### config.mk
export PLATFORM = sky130hd
export DESIGN_NAME = ppi_rx_packer
export DESIGN_NICKNAME = d
export VERILOG_FILES = /design/src/rtl/ppi_rx_packer.sv
export SDC_FILE = /design/constraint.sdc
export NUM_CORES = 1
export LEC_CHECK = 0
export CORE_MARGIN = 2
export CORE_UTILIZATION = 48
export DETAILED_ROUTE_END_ITERATION = 6
export PLACE_DENSITY = 0.77
export SYNTH_ARGS = -nofsm -noshare
export SYNTH_HDL_FRONTEND = slang
export SYNTH_SLANG_ARGS = --single-unit
### constraint.sdc
create_clock -name clk -period 2.2 [get_ports clk]
set_input_delay 0.44 -clock clk [delete_from_list [all_inputs] [get_ports clk]]
set_output_delay 0.44 -clock clk [all_outputs]
set_load 0.01 [all_outputs]
### src/rtl/ppi_rx_packer.sv
// ppi_rx_packer: drains a show-ahead RX byte FIFO, packs LANES bytes per word
// and presents the words on a valid/ready stream. A run of IDLE_LEN zero
// bytes marks idle; in drop mode the partial word is flushed with m_last and
// further zero bytes are discarded until a nonzero byte arrives.
module ppi_rx_packer #(
  parameter int unsigned DATA_WIDTH = 8,
  parameter int unsigned LANES      = 4,
  parameter int unsigned IDLE_LEN   = 24
) (
  input  logic                        clk,
  input  logic                        rst,
  input  logic [DATA_WIDTH-1:0]       r_data,
  input  logic                        o_empty,
  output logic                        rinc,
  input  logic                        en,
  input  logic                        drop_idle,
  output logic [LANES*DATA_WIDTH-1:0] m_data,
  output logic [LANES-1:0]            m_keep,
  output logic                        m_last,
  output logic                        m_valid,
  input  logic                        m_ready,
  output logic                        idle,
  output logic [15:0]                 drop_cnt
);

  localparam int unsigned ACW = (LANES > 1) ? $clog2(LANES) : 1;
  localparam int unsigned ZRW = $clog2(IDLE_LEN + 1);

  typedef enum logic {ST_ACTIVE, ST_IDLE} state_t;

  state_t state_q, state_d;

  logic [LANES-1:0][DATA_WIDTH-1:0] acc_q, acc_d, word;
  logic [LANES-1:0]                 keep;
  logic [ACW-1:0]                   acc_cnt_q, acc_cnt_d;
  logic [ZRW-1:0]                   zero_run_q, zero_run_d, zr_inc;
  logic [15:0]                      drop_cnt_q, drop_cnt_d;

  logic [LANES*DATA_WIDTH-1:0]      m_data_q;
  logic [LANES-1:0]                 m_keep_q;
  logic                             m_last_q;
  logic                             m_valid_q;

  logic byte_zero, lane_full, idle_hit, discard, emit_if, out_free, accept, load;

  // Per-byte decode: what the head byte would do if it were accepted now.
  always_comb begin
    byte_zero = (r_data == '0);
    zr_inc    = (zero_run_q == ZRW'(IDLE_LEN)) ? zero_run_q : zero_run_q + 1'b1;
    lane_full = (acc_cnt_q == ACW'(LANES - 1));
    idle_hit  = drop_idle & byte_zero & (zr_inc == ZRW'(IDLE_LEN));
    discard   = (state_q == ST_IDLE) & byte_zero;
    // acc_cnt is 0 in IDLE, so lane_full there only holds for single-lane words
    emit_if   = (state_q == ST_ACTIVE) ? (lane_full | idle_hit) : (!byte_zero & lane_full);
    out_free  = !m_valid_q | m_ready;
    rinc      = rst & en & !o_empty & (!emit_if | out_free);
    accept    = rinc;
    load      = accept & emit_if;
  end

  // Word as it would look with the head byte in lane acc_cnt; unfilled lanes read zero.
  always_comb begin
    word = '0;
    keep = '0;
    for (int unsigned i = 0; i < LANES; i++) begin
      if (ACW'(i) == acc_cnt_q)     word[i] = r_data;
      else if (ACW'(i) < acc_cnt_q) word[i] = acc_q[i];
      keep[i] = (ACW'(i) <= acc_cnt_q);
    end
  end

  // Accumulator, zero-run and drop-counter next state.
  always_comb begin
    acc_d      = acc_q;
    acc_cnt_d  = acc_cnt_q;
    zero_run_d = zero_run_q;
    drop_cnt_d = drop_cnt_q;
    if (accept) begin
      if (discard) begin
        drop_cnt_d = (drop_cnt_q == 16'hFFFF) ? drop_cnt_q : drop_cnt_q + 16'd1;
      end else if (state_q == ST_ACTIVE) begin
        acc_d      = word;
        acc_cnt_d  = emit_if ? '0 : acc_cnt_q + 1'b1;
        zero_run_d = byte_zero ? zr_inc : '0;
      end else begin
        acc_d      = word;
        acc_cnt_d  = emit_if ? '0 : ACW'(1);
        zero_run_d = '0;
      end
    end
  end

  // Datapath registers.
  always_ff @(posedge clk or negedge rst) begin
    if (!rst) begin
      acc_q      <= '0;
      acc_cnt_q  <= '0;
      zero_run_q <= '0;
      drop_cnt_q <= '0;
    end else begin
      acc_q      <= acc_d;
      acc_cnt_q  <= acc_cnt_d;
      zero_run_q <= zero_run_d;
      drop_cnt_q <= drop_cnt_d;
    end
  end

  // Output word register: load on emit, otherwise hold until accepted.
  always_ff @(posedge clk or negedge rst) begin
    if (!rst) begin
      m_data_q  <= '0;
      m_keep_q  <= '0;
      m_last_q  <= 1'b0;
      m_valid_q <= 1'b0;
    end else if (load) begin
      m_data_q  <= word;
      m_keep_q  <= keep;
      m_last_q  <= (state_q == ST_ACTIVE) & idle_hit;
      m_valid_q <= 1'b1;
    end else if (m_ready) begin
      m_valid_q <= 1'b0;
    end
  end

  // FSM state register.
  always_ff @(posedge clk or negedge rst) begin
    if (!rst) state_q <= ST_ACTIVE;
    else      state_q <= state_d;
  end

  // FSM next state: enter IDLE on the flushing zero, leave on any nonzero byte.
  always_comb begin
    state_d = state_q;
    if (accept) begin
      if (state_q == ST_ACTIVE && idle_hit)      state_d = ST_IDLE;
      else if (state_q == ST_IDLE && !byte_zero) state_d = ST_ACTIVE;
    end
  end

  // FSM outputs: idle status follows the state in drop mode, the zero run otherwise.
  always_comb begin
    idle = drop_idle ? (state_q == ST_IDLE) : (zero_run_q == ZRW'(IDLE_LEN));
  end

  assign m_data   = m_data_q;
  assign m_keep   = m_keep_q;
  assign m_last   = m_last_q;
  assign m_valid  = m_valid_q;
  assign drop_cnt = drop_cnt_q;

endmodule

Yosys cells after proc, flatten, opt, wreduce, memory -nomap -nowiden
Cells that the tools add are included.
{ "totals": {"input_bits": 14, "wordCells": 78, "output_inout_bits": 56, "register_bits": 94} }
{ "classes": {"n_lt_le_gt_ge": 8, "n_mux": 20, "eq_ne": 7, "n_addsub": 3, "reduce_logical": 13, "bitwise_logic": 15} }
{ "op_table": {"columns": ["cell", "n"], "rows": [
  ["$mux 8", 8],
  ["$add 16x1->16 const B", 1],
  ["$eq 16x16->1 const B", 1],
  ["$mux 5", 3],
  ["$eq 5x5->1 const B", 2],
  ["$and 1x1->1", 9],
  ["$logic_not 8->1", 1],
  ["$mux 1", 7],
  ["$add 5x1->5 const B", 1],
  ["$eq 2x2->1 const A", 2],
  ["$le 1x2->1 const A", 2],
  ["$le 2x2->1 const A", 2],
  ["$logic_not 1->1", 4],
  ["$lt 1x2->1 const A", 2],
  ["$lt 2x2->1 const A", 2],
  ["$mux 2", 2],
  ["$reduce_and 2->1", 2],
  ["$reduce_bool 2->1", 2],
  ["$not 1->1", 3],
  ["$or 1x1->1", 3],
  ["$reduce_and 3->1", 1],
  ["$add 2x1->2 const B", 1],
  ["$eq 1x2->1 const A", 1],
  ["$eq 2x2->1 const B", 1],
  ["other kinds (2)", 3]
]} }

Depth between registers and ports, before layout
Gate-level depths: netlist (run 1).
{ "logic_depth": {"depth_word": 11, "mapped_depth": 10, "mapped_depth_nobuf": 8} }

Worst setup path after synthesis (run 1)
Ideal clock, no wire load.
{ "synth_timing": {"path_kind": "register to register", "from": "register zero_run_q[0]", "to": "register acc_q[10] in the netlist's numbering", "setup_slack_ns": -0.078, "period_less_slack_ns": 2.278, "path_stages_with_launch": 11, "t_required_ns": 2.079, "t_arrival_ns": 2.157, "n_path_buf": 2, "setup_time_ns": 0.121, "cell_sequence": "dfrtp_1 inv_1 ha_1 and4b_1 a2111oi_0 o211a_1 buf_4 o21ai_4 and2_1 buf_6 a22o_1"} }
{ "synth_via": {"elab_chain_cells": 10, "elab_cells_between_ends": 11, "cone_classes": "1 x add/sub; 2 x eq/ne; 2 x mux; 4 x bitwise; 2 x reduce/logical"} }
{ "synth_rtl": {"columns": ["element", "line_no", "rtl"], "rows": [
  ["from (decl)", "36", "logic [ZRW-1:0] zero_run_q, zero_run_d, zr_inc;"],
  ["from (signal assigned)", "103", "zero_run_q <= zero_run_d;"],
  ["$add 5x1->5 or $eq 5x5->1 (tied branches)", "49", "zr_inc = (zero_run_q == ZRW'(IDLE_LEN)) ? zero_run_q : zero_run_q + 1'b1;"],
  ["$mux 5 (*)", "49", null],
  ["$eq 5x5->1 (*)", "51", "idle_hit = drop_idle & byte_zero & (zr_inc == ZRW'(IDLE_LEN));"],
  ["$and 1x1->1 (*)", "51", null],
  ["$or 1x1->1 (*)", "54", "emit_if = (state_q == ST_ACTIVE) ? (lane_full | idle_hit) : (!byte_zero & lane_full);"],
  ["$mux 1 (*)", "54", null],
  ["$logic_not 1->1 (*)", "56", "rinc = rst & en & !o_empty & (!emit_if | out_free);"],
  ["$or 1x1->1 (*)", "56", null],
  ["$and 1x1->1 (*)", "56", null],
  ["$reduce_and 2->1 (no line) (*)", null, null],
  ["to (signal assigned)", "96", "acc_q <= '0;"],
  ["to (signal assigned)", "101", "acc_q <= acc_d;"],
  ["to (decl)", "33", "logic [LANES-1:0][DATA_WIDTH-1:0] acc_q, acc_d, word;"]
]} }
Mark *: on every way between the ends. The rest lies on a longest branch, timed or not.
A chain may end at the register's enable or synchronous reset.

Final worst setup path (run 1)
{ "layout_timing": {"from": "register zero_run_q[1]", "to": "output port rinc"} }
{ "layout_via": {"elab_chain_cells": 9, "elab_cells_between_ends": 10, "cone_classes": "1 x add/sub; 2 x eq/ne; 2 x mux; 4 x bitwise; 1 x reduce/logical"} }
{ "layout_rtl": {"columns": ["element", "line_no", "rtl"], "rows": [
  ["$add 5x1->5 or $eq 5x5->1 (tied branches)", "49", null],
  ["$mux 5 (*)", "49", null],
  ["$eq 5x5->1 (*)", "51", null],
  ["$and 1x1->1 (*)", "51", null],
  ["$or 1x1->1 (*)", "54", null],
  ["$mux 1 (*)", "54", null],
  ["$logic_not 1->1 (*)", "56", null],
  ["$or 1x1->1 (*)", "56", null],
  ["$and 1x1->1 (*)", "56", null],
  ["to (decl)", "14", "output logic rinc,"]
]} }
Marks and branches as above.

==> flow_metrics.tcl, run 1 <==
set metrics [dict create \
    cts_buffers 9 \
    fmax_mhz 402 \
    drt_drc_violations_left 0 \
    cts.sinks 86 \
    postSynthNetCount 410 \
    initialDrtViolationCount 163 \
    avgSynthCellArea_um2 10.3 \
    worst-r2r-setup-slack_ns -0.07 \
    grt_pass1_wl_um 15500 \
    timing.final.hold_violations 0 \
    sequential_to_total_area_share_from_yosys_stat 0.539 \
    globalRouteTotalUtil 0.224 \
    total_power_uw 4970 \
    dr.pass1.iters 4 \
    dr_total_vias 3290 \
    final.setup.worst_slack_ns -0.290 \
    drive_gt1_frac 0.183 \
    hp-class "in -> async" \
    initial_utilization 0.491 \
    syn_inst 387 \
    crit_path_end "rinc" \
    final_antenna_net_count 0 \
    required_ns 1.76 \
    depth_of_the_cts_h_tree 3 \
    finish.utilization 0.665 \
    clk_path_buf_depth 2 \
    cp-end-kind "output pin" \
    layout_fillers 642 \
    finalNonFillerCells 603 \
    die_area_um2 9060 \
    final-max-slew-violation-count 0 \
    worstSetupStartpoint "zero_run_q[1]$_DFFE_PN0P_" \
    area_growth_syn_to_layout_pct 35.4 \
    dp.cells 585 \
    rr_endpoint "acc_q[2]$_DFFE_PN0P_" \
    critical_path.max_fanout 5 \
    setup_viol_count_final 25 \
    rr_worst_depth 8 \
    first_global_vias 3236 \
    antenna_cells_inserted 0 \
    yosys.cell_types.count 49 \
    dp_hpwl_um 6870 \
    power.density_cell_area_nw_per_um2 919 \
    netlist_area_um2 3990 \
    core_area_um2 8130 \
    rsz0062_at_grt "yes" \
    synth_enable_flop_cells 0 \
    ys_seq_elements 86 \
    final.setup_skew_ns 0.00742 \
    timing.rr.start "zero_run_q[1]$_DFFE_PN0P_" \
    grt_overflow 0 \
    io_pins 70 \
    ys_dominant_reg_cell "sky130_fd_sc_hd__dfrtp_1" \
    worstSkewPairLatency_ns 0.36 \
    floorplan_die_height_um 95.2 \
    worst_slew_margin_rel 0.471 \
    io_buffer_count 69 \
    clkSlewWorstSetupHoldPaths_ns 0.09 \
    maxCapViolations 0 \
    timing.critical_path.arrival_ns 2.05 \
    p_leak_uw 0.00244 \
    floorplan.rows 33 \
    holdBufCountCts 0 \
    violations_in_the_final_reports "negative setup slack" \
    cts_tree "yes" \
    num-nets-final 516 \
    mean_routed_wirelength_per_cell_um 15.9 \
    type_of_the_worst_setup_path "reg -> out" \
    antenna_found_initial 0 \
    grt_max_degree 61 \
    fin_crit_ns 2.49 \
    routed_wirelength_um 9610 \
    layout_worst_path_cycle_share 1.13 \
    yosys_warnings 0 \
    synthArstFlopShare 1.00 \
    post_drt_via_cell_ratio 5.46 \
    setup.worst_path.start_class "flip-flop" \
    max_slew.worst_pin.slew_ns 0.793 \
    place_congestion 0.891 \
    die_w_um 95.2 \
    worst_ir_drop_vdd_mv 0.501 \
    ctsRootBufferMaster "sky130_fd_sc_hd__clkbuf_8" \
    outcome "finished with violations" \
    minimum_setup_slack_after_placement_ns -0.817 \
]
-- sequential cells by signal, summed over array words and instances, names as in the netlist --
name,cells
acc_cnt_q,2
acc_q,24
drop_cnt,16
m_data,32
m_keep,4
m_last,1
m_valid,1
state_q,1
zero_run_q,5
-- cell usage in the layout (no fill, tap or decap), drive strengths merged, types with 7 or more instances in the layout --
cell type,n
o21ai,42
a22o,16
mux2i,8
nand3,10
inv,10
clkbuf,10
a21oi,14
buf,54
dfrtp,86
nor2,17
nand2,69
a22oi,7
clkdlybuf4s50,60
xnor2,15
ha,9
mux2,9
-- layer usage --
| metal | vias to the layer above | global-route usage | part of all wire |
|---|---|---|---|
| met5 | - | 0 | 0 |
| met4 | 0 | 0.0894 | 0.019 |
| met3 | 15 | 0.0348 | 0.046 |
| met2 | 90 | 0.376 | 0.50 |
| met1 | 1626 | 0.292 | 0.43 |
| li1 | 1559 | - | - |
-- power by group --
part	switching [µW]	leakage [µW]	internal, µW	total, µW
Clock	615	0.000108	655	1270
Combinational	732	0.00117	807	1540
Sequential	203	0.00116	1960	2160
-- synth_stat cells (8+ instances only) --
cell type,instances,area [µm²]
sky130_fd_sc_hd__nand2_1,68,255
sky130_fd_sc_hd__dfrtp_1,86,2150
sky130_fd_sc_hd__mux2i_1,8,80.1
sky130_fd_sc_hd__a21oi_1,14,70.1
sky130_fd_sc_hd__xnor2_1,15,131
sky130_fd_sc_hd__mux2_1,9,101
sky130_fd_sc_hd__clkbuf_1,10,37.5
sky130_fd_sc_hd__nor2_1,17,63.8
sky130_fd_sc_hd__o21ai_0,12,60.1
sky130_fd_sc_hd__a22o_1,16,140
sky130_fd_sc_hd__nand3_1,10,50.1
sky130_fd_sc_hd__ha_1,9,113
sky130_fd_sc_hd__o21ai_1,29,145
-- worst max-delay path, stage by stage (launching register included) --
cell                      delay, ns
sky130_fd_sc_hd__dfrtp_1       0.40
sky130_fd_sc_hd__buf_4         0.16
sky130_fd_sc_hd__or3b_2        0.47
sky130_fd_sc_hd__o32ai_2       0.12
sky130_fd_sc_hd__o211a_1       0.22
sky130_fd_sc_hd__or2_4         0.14
sky130_fd_sc_hd__a21oi_4       0.05
sky130_fd_sc_hd__buf_6         0.12
-- logic make-up (layout without fill, tap and decap cells) --
group,after synthesis,after routing,synth area share
compound gates,97,97,0.158
buf+inv,33,144,0.0398
mux,17,17,0.0454
flops,86,86,0.539
xor+xnor,17,17,0.0373
fa+ha+maj,9,9,0.0282
simple gates,128,128,0.152
-- final cells by class --
cell class | instances | area (µm²) | area share
clock buffer | 9 | 124 | 0.0229
timing repair buffer | 121 | 1100 | 0.203
clock inverter | 7 | 104 | 0.0192
tap | 105 | 131 | 0.0243
sequential | 86 | 2150 | 0.398
inverter | 7 | 26.3 | 0.00486
multi-input combinational | 268 | 1770 | 0.328
-- per-stage QoR --
step           cell area [µm²]  hold slack, ns  TNS (ns)
2_1_floorplan             4020           0.144         0
3_5_place_dp              5110           0.451    -29.65
6_report                  5410          0.0883     -1.15
4_1_cts                   5390          0.0881    -0.506
5_1_grt                   5410           0.112     -3.51
3_3_place_gp              5110           0.448    -25.36
-- what timing repair did --
item,4_1_cts,5_1_grt
resized for setup,23,9
setup buffers,2,0
setup endpoints to repair,35,69
pin swaps,9,4
-- worst min path at each step --
| stage | startpoint | to | slack (ns) | cells past startpoint |
|---|---|---|---|---|
| 2_1_floorplan | rst | acc_cnt_q[0]$_DFFE_PN0P_ | 0.14 | 0 |
| 3_3_place_gp | m_keep[0]$_DFFE_PN0P_ | m_keep[0]$_DFFE_PN0P_ | 0.45 | 1 |
| 3_5_place_dp | m_keep[0]$_DFFE_PN0P_ | m_keep[0]$_DFFE_PN0P_ | 0.45 | 1 |
| 4_1_cts | rst | m_last$_DFFE_PN0P_ | 0.09 | 2 |
| 5_1_grt | rst | m_last$_DFFE_PN0P_ | 0.11 | 2 |
| 6_report | rst | m_valid$_DFFE_PN0P_ | 0.09 | 2 |
No activity file was read; power rests on OpenSTA's default activity.
==> run 2, diff against run 1 <==
--- a/config.mk
+++ b/config.mk
@@ -7,2 +7,3 @@
 export LEC_CHECK = 0
+export CAP_MARGIN = 20
 export CORE_MARGIN = 2
--- a/constraint.sdc
+++ b/constraint.sdc
@@ -3,2 +3,2 @@
 set_output_delay 0.44 -clock clk [all_outputs]
-set_load 0.01 [all_outputs]
+set_load 0.02 [all_outputs]
==> run 2 against run 1 <==
  * The run still ends with negative setup slack left
  * Die area unchanged
  * Clock skew up 0.0062 ns
  * Fmax is 0.33% higher
  * Flip-flop and latch count unchanged
  * Register-to-register slack got worse by 0.03 ns
  * Via count is 0.36% higher
  * Largest cell class unchanged
  * Critical endpoint unchanged
  * First-iteration DRC count shrank 12%
==> flow_metrics.tcl, run 2 (synthesis results as in run 1) <==
set metrics [dict create \
    critical_path.max_fanout 3 \
    final_antenna_net_count 0 \
    final-max-slew-violation-count 0 \
    global_route.usage.met2 0.330 \
    die_area_um2 9060 \
    setup_viol_count_final 34 \
    max_slew.worst_pin.slew_ns 0.490 \
    area_growth_syn_to_layout_pct 39.4 \
    post_drt_via_cell_ratio 5.41 \
    busiest_layer "met2" \
    grtUsageMet3 0.0530 \
    clkSlewWorstSetupHoldPaths_ns 0.09 \
    depth_of_the_cts_h_tree 3 \
    use_met1 0.300 \
    worst_slew_margin_rel 0.672 \
    outcome "finished with violations" \
    globalRouteTotalUtil 0.216 \
    antenna_cells_inserted 0 \
    cts_buffers 9 \
    io_buffer_count 69 \
    drt_drc_violations_left 0 \
    grt_overflow 0 \
    ctsRootBufferMaster "sky130_fd_sc_hd__clkbuf_8" \
    grt_max_degree 87 \
    worstSetupStartpoint "r_data[3]" \
    num-nets-final 523 \
    type_of_the_worst_setup_path "in -> out" \
    core_area_um2 8130 \
    setup.worst_path.start_class "input port" \
    floorplan_die_height_um 95.2 \
    mean_routed_wirelength_per_cell_um 15.9 \
    flip_flop_count_of_the_largest_register_all_copies_and_words_added 32 \
    cp-end-kind "output pin" \
    final_common_cell "sky130_fd_sc_hd__dfrtp_1" \
    required_ns 1.76 \
    place_congestion 0.927 \
    rsz0062_at_grt "yes" \
    layout_worst_path_cycle_share 1.13 \
    holdBufCountCts 0 \
    cts_tree "yes" \
    dr.pass1.iters 4 \
    worstSkewPairLatency_ns 0.36 \
    fin_crit_ns 2.48 \
    floorplan.rows 33 \
    clk_path_buf_depth 2 \
    timing.critical_path.arrival_ns 2.04 \
    power.density_cell_area_nw_per_um2 918 \
    final.setup.worst_slack_ns -0.282 \
    final.setup_skew_ns 0.0136 \
    die_w_um 95.2 \
    initial_utilization 0.491 \
    p_leak_uw 0.00253 \
    io_pins 70 \
    timing.final.hold_violations 0 \
    final_cell_mix "sky130_fd_sc_hd__dfrtp_1 (85), sky130_fd_sc_hd__nand2_1 (68), sky130_fd_sc_hd__clkdlybuf4s50_1 (60), sky130_fd_sc_hd__buf_4 (52), sky130_fd_sc_hd__o21ai_1 (28)" \
    fmax_mhz 403 \
    grt_pass1_wl_um 15000 \
    hp-class "in -> async" \
    drive_gt1_frac 0.220 \
    maxCapViolations 0 \
    routed_wirelength_um 9720 \
    total_negative_slack_for_setup_checks_ns -2.35 \
    dr_total_vias 3302 \
    initialDrtViolationCount 143 \
    first_global_vias 3026 \
    fin_worst_hold_slack_ns 0.0888 \
    cts.sinks 86 \
    dp_hpwl_um 6530 \
    antenna_found_initial 0 \
    timing.rr.start "zero_run_q[0]$_DFFE_PN0P_" \
    worst_ir_drop_vdd_mv 0.396 \
    violations_in_the_final_reports "negative setup slack" \
]
## run 2: changes by cell type in the layout (fill, tap and decap cells not counted), sizes merged
cell / change
inv: -1
buf: +7
clkinv: +2
bufinv: -1
## run 2: where the power goes
part           internal, µW  switching (µW)
Clock                   540             599
Combinational           884             915
Sequential             1960             211
## run 2: per-layer routing
layer	vias up	part of all wire	wire length [µm]
met2	95	0.49	4760
met3	16	0.052	508
met4	0	0.020	193
met5	-	0	0
met1	1608	0.44	4260
li1	1583	-	-
## run 2: through the flow
step                instance area [µm²]  utilization  instances  setup slack (ns)  total power (µW)
floorplan                          4020            -        387           0.00377              3110
global placement                   5080        0.624        582            -0.985              3810
detailed placement                 5080        0.624        582            -0.973              3870
CTS                                5360        0.659        602            -0.320              5030
global route                       5570        0.684        610            -0.350              5400
finish                             5570        0.684        610            -0.282              5110
## run 2: area by class of cell
class,count,area [µm²]
multi-input cells,268,1840
clock buffers,9,124
well taps,105,131
clock inverters,7,82.6
flip-flops and latches,86,2150
inverters,7,26.3
repair buffers,128,1210
fillers,600,2570
## run 2: worst paths after layout
kind	endpoint	slack, ns	depth (start not counted)
setup / recovery	rinc	-0.28	8
hold / removal	drop_cnt[5]$_DFFE_PN0P_	0.09	2
setup reg to reg	acc_q[0]$_DFFE_PN0P_	-0.10	9
hold reg to reg	m_keep[0]$_DFFE_PN0P_	0.48	1
max in group asynchronous	m_data[19]$_DFFE_PN0P_	1.51	3
min in group clk	m_keep[0]$_DFFE_PN0P_	0.48	1
## run 2: critical path, cell delays in order
cell and delay (ns):
sky130_fd_sc_hd__clkdlybuf4s50_1 0.48, sky130_fd_sc_hd__nor4_2 0.24, sky130_fd_sc_hd__buf_4 0.18, sky130_fd_sc_hd__and4_1 0.20, sky130_fd_sc_hd__o211a_1 0.18, sky130_fd_sc_hd__or2_4 0.14, sky130_fd_sc_hd__a21oi_4 0.05, sky130_fd_sc_hd__buf_6 0.14
## run 2: what timing repair did
item                                    in CTS  in global routing
endpoints found under the setup margin      60                 53
resized for setup                           27                 30
pin swaps                                    9                 11
cloned                                       0                  1
hold endpoints to repair                     0                  0
buffers inserted                             4                  6
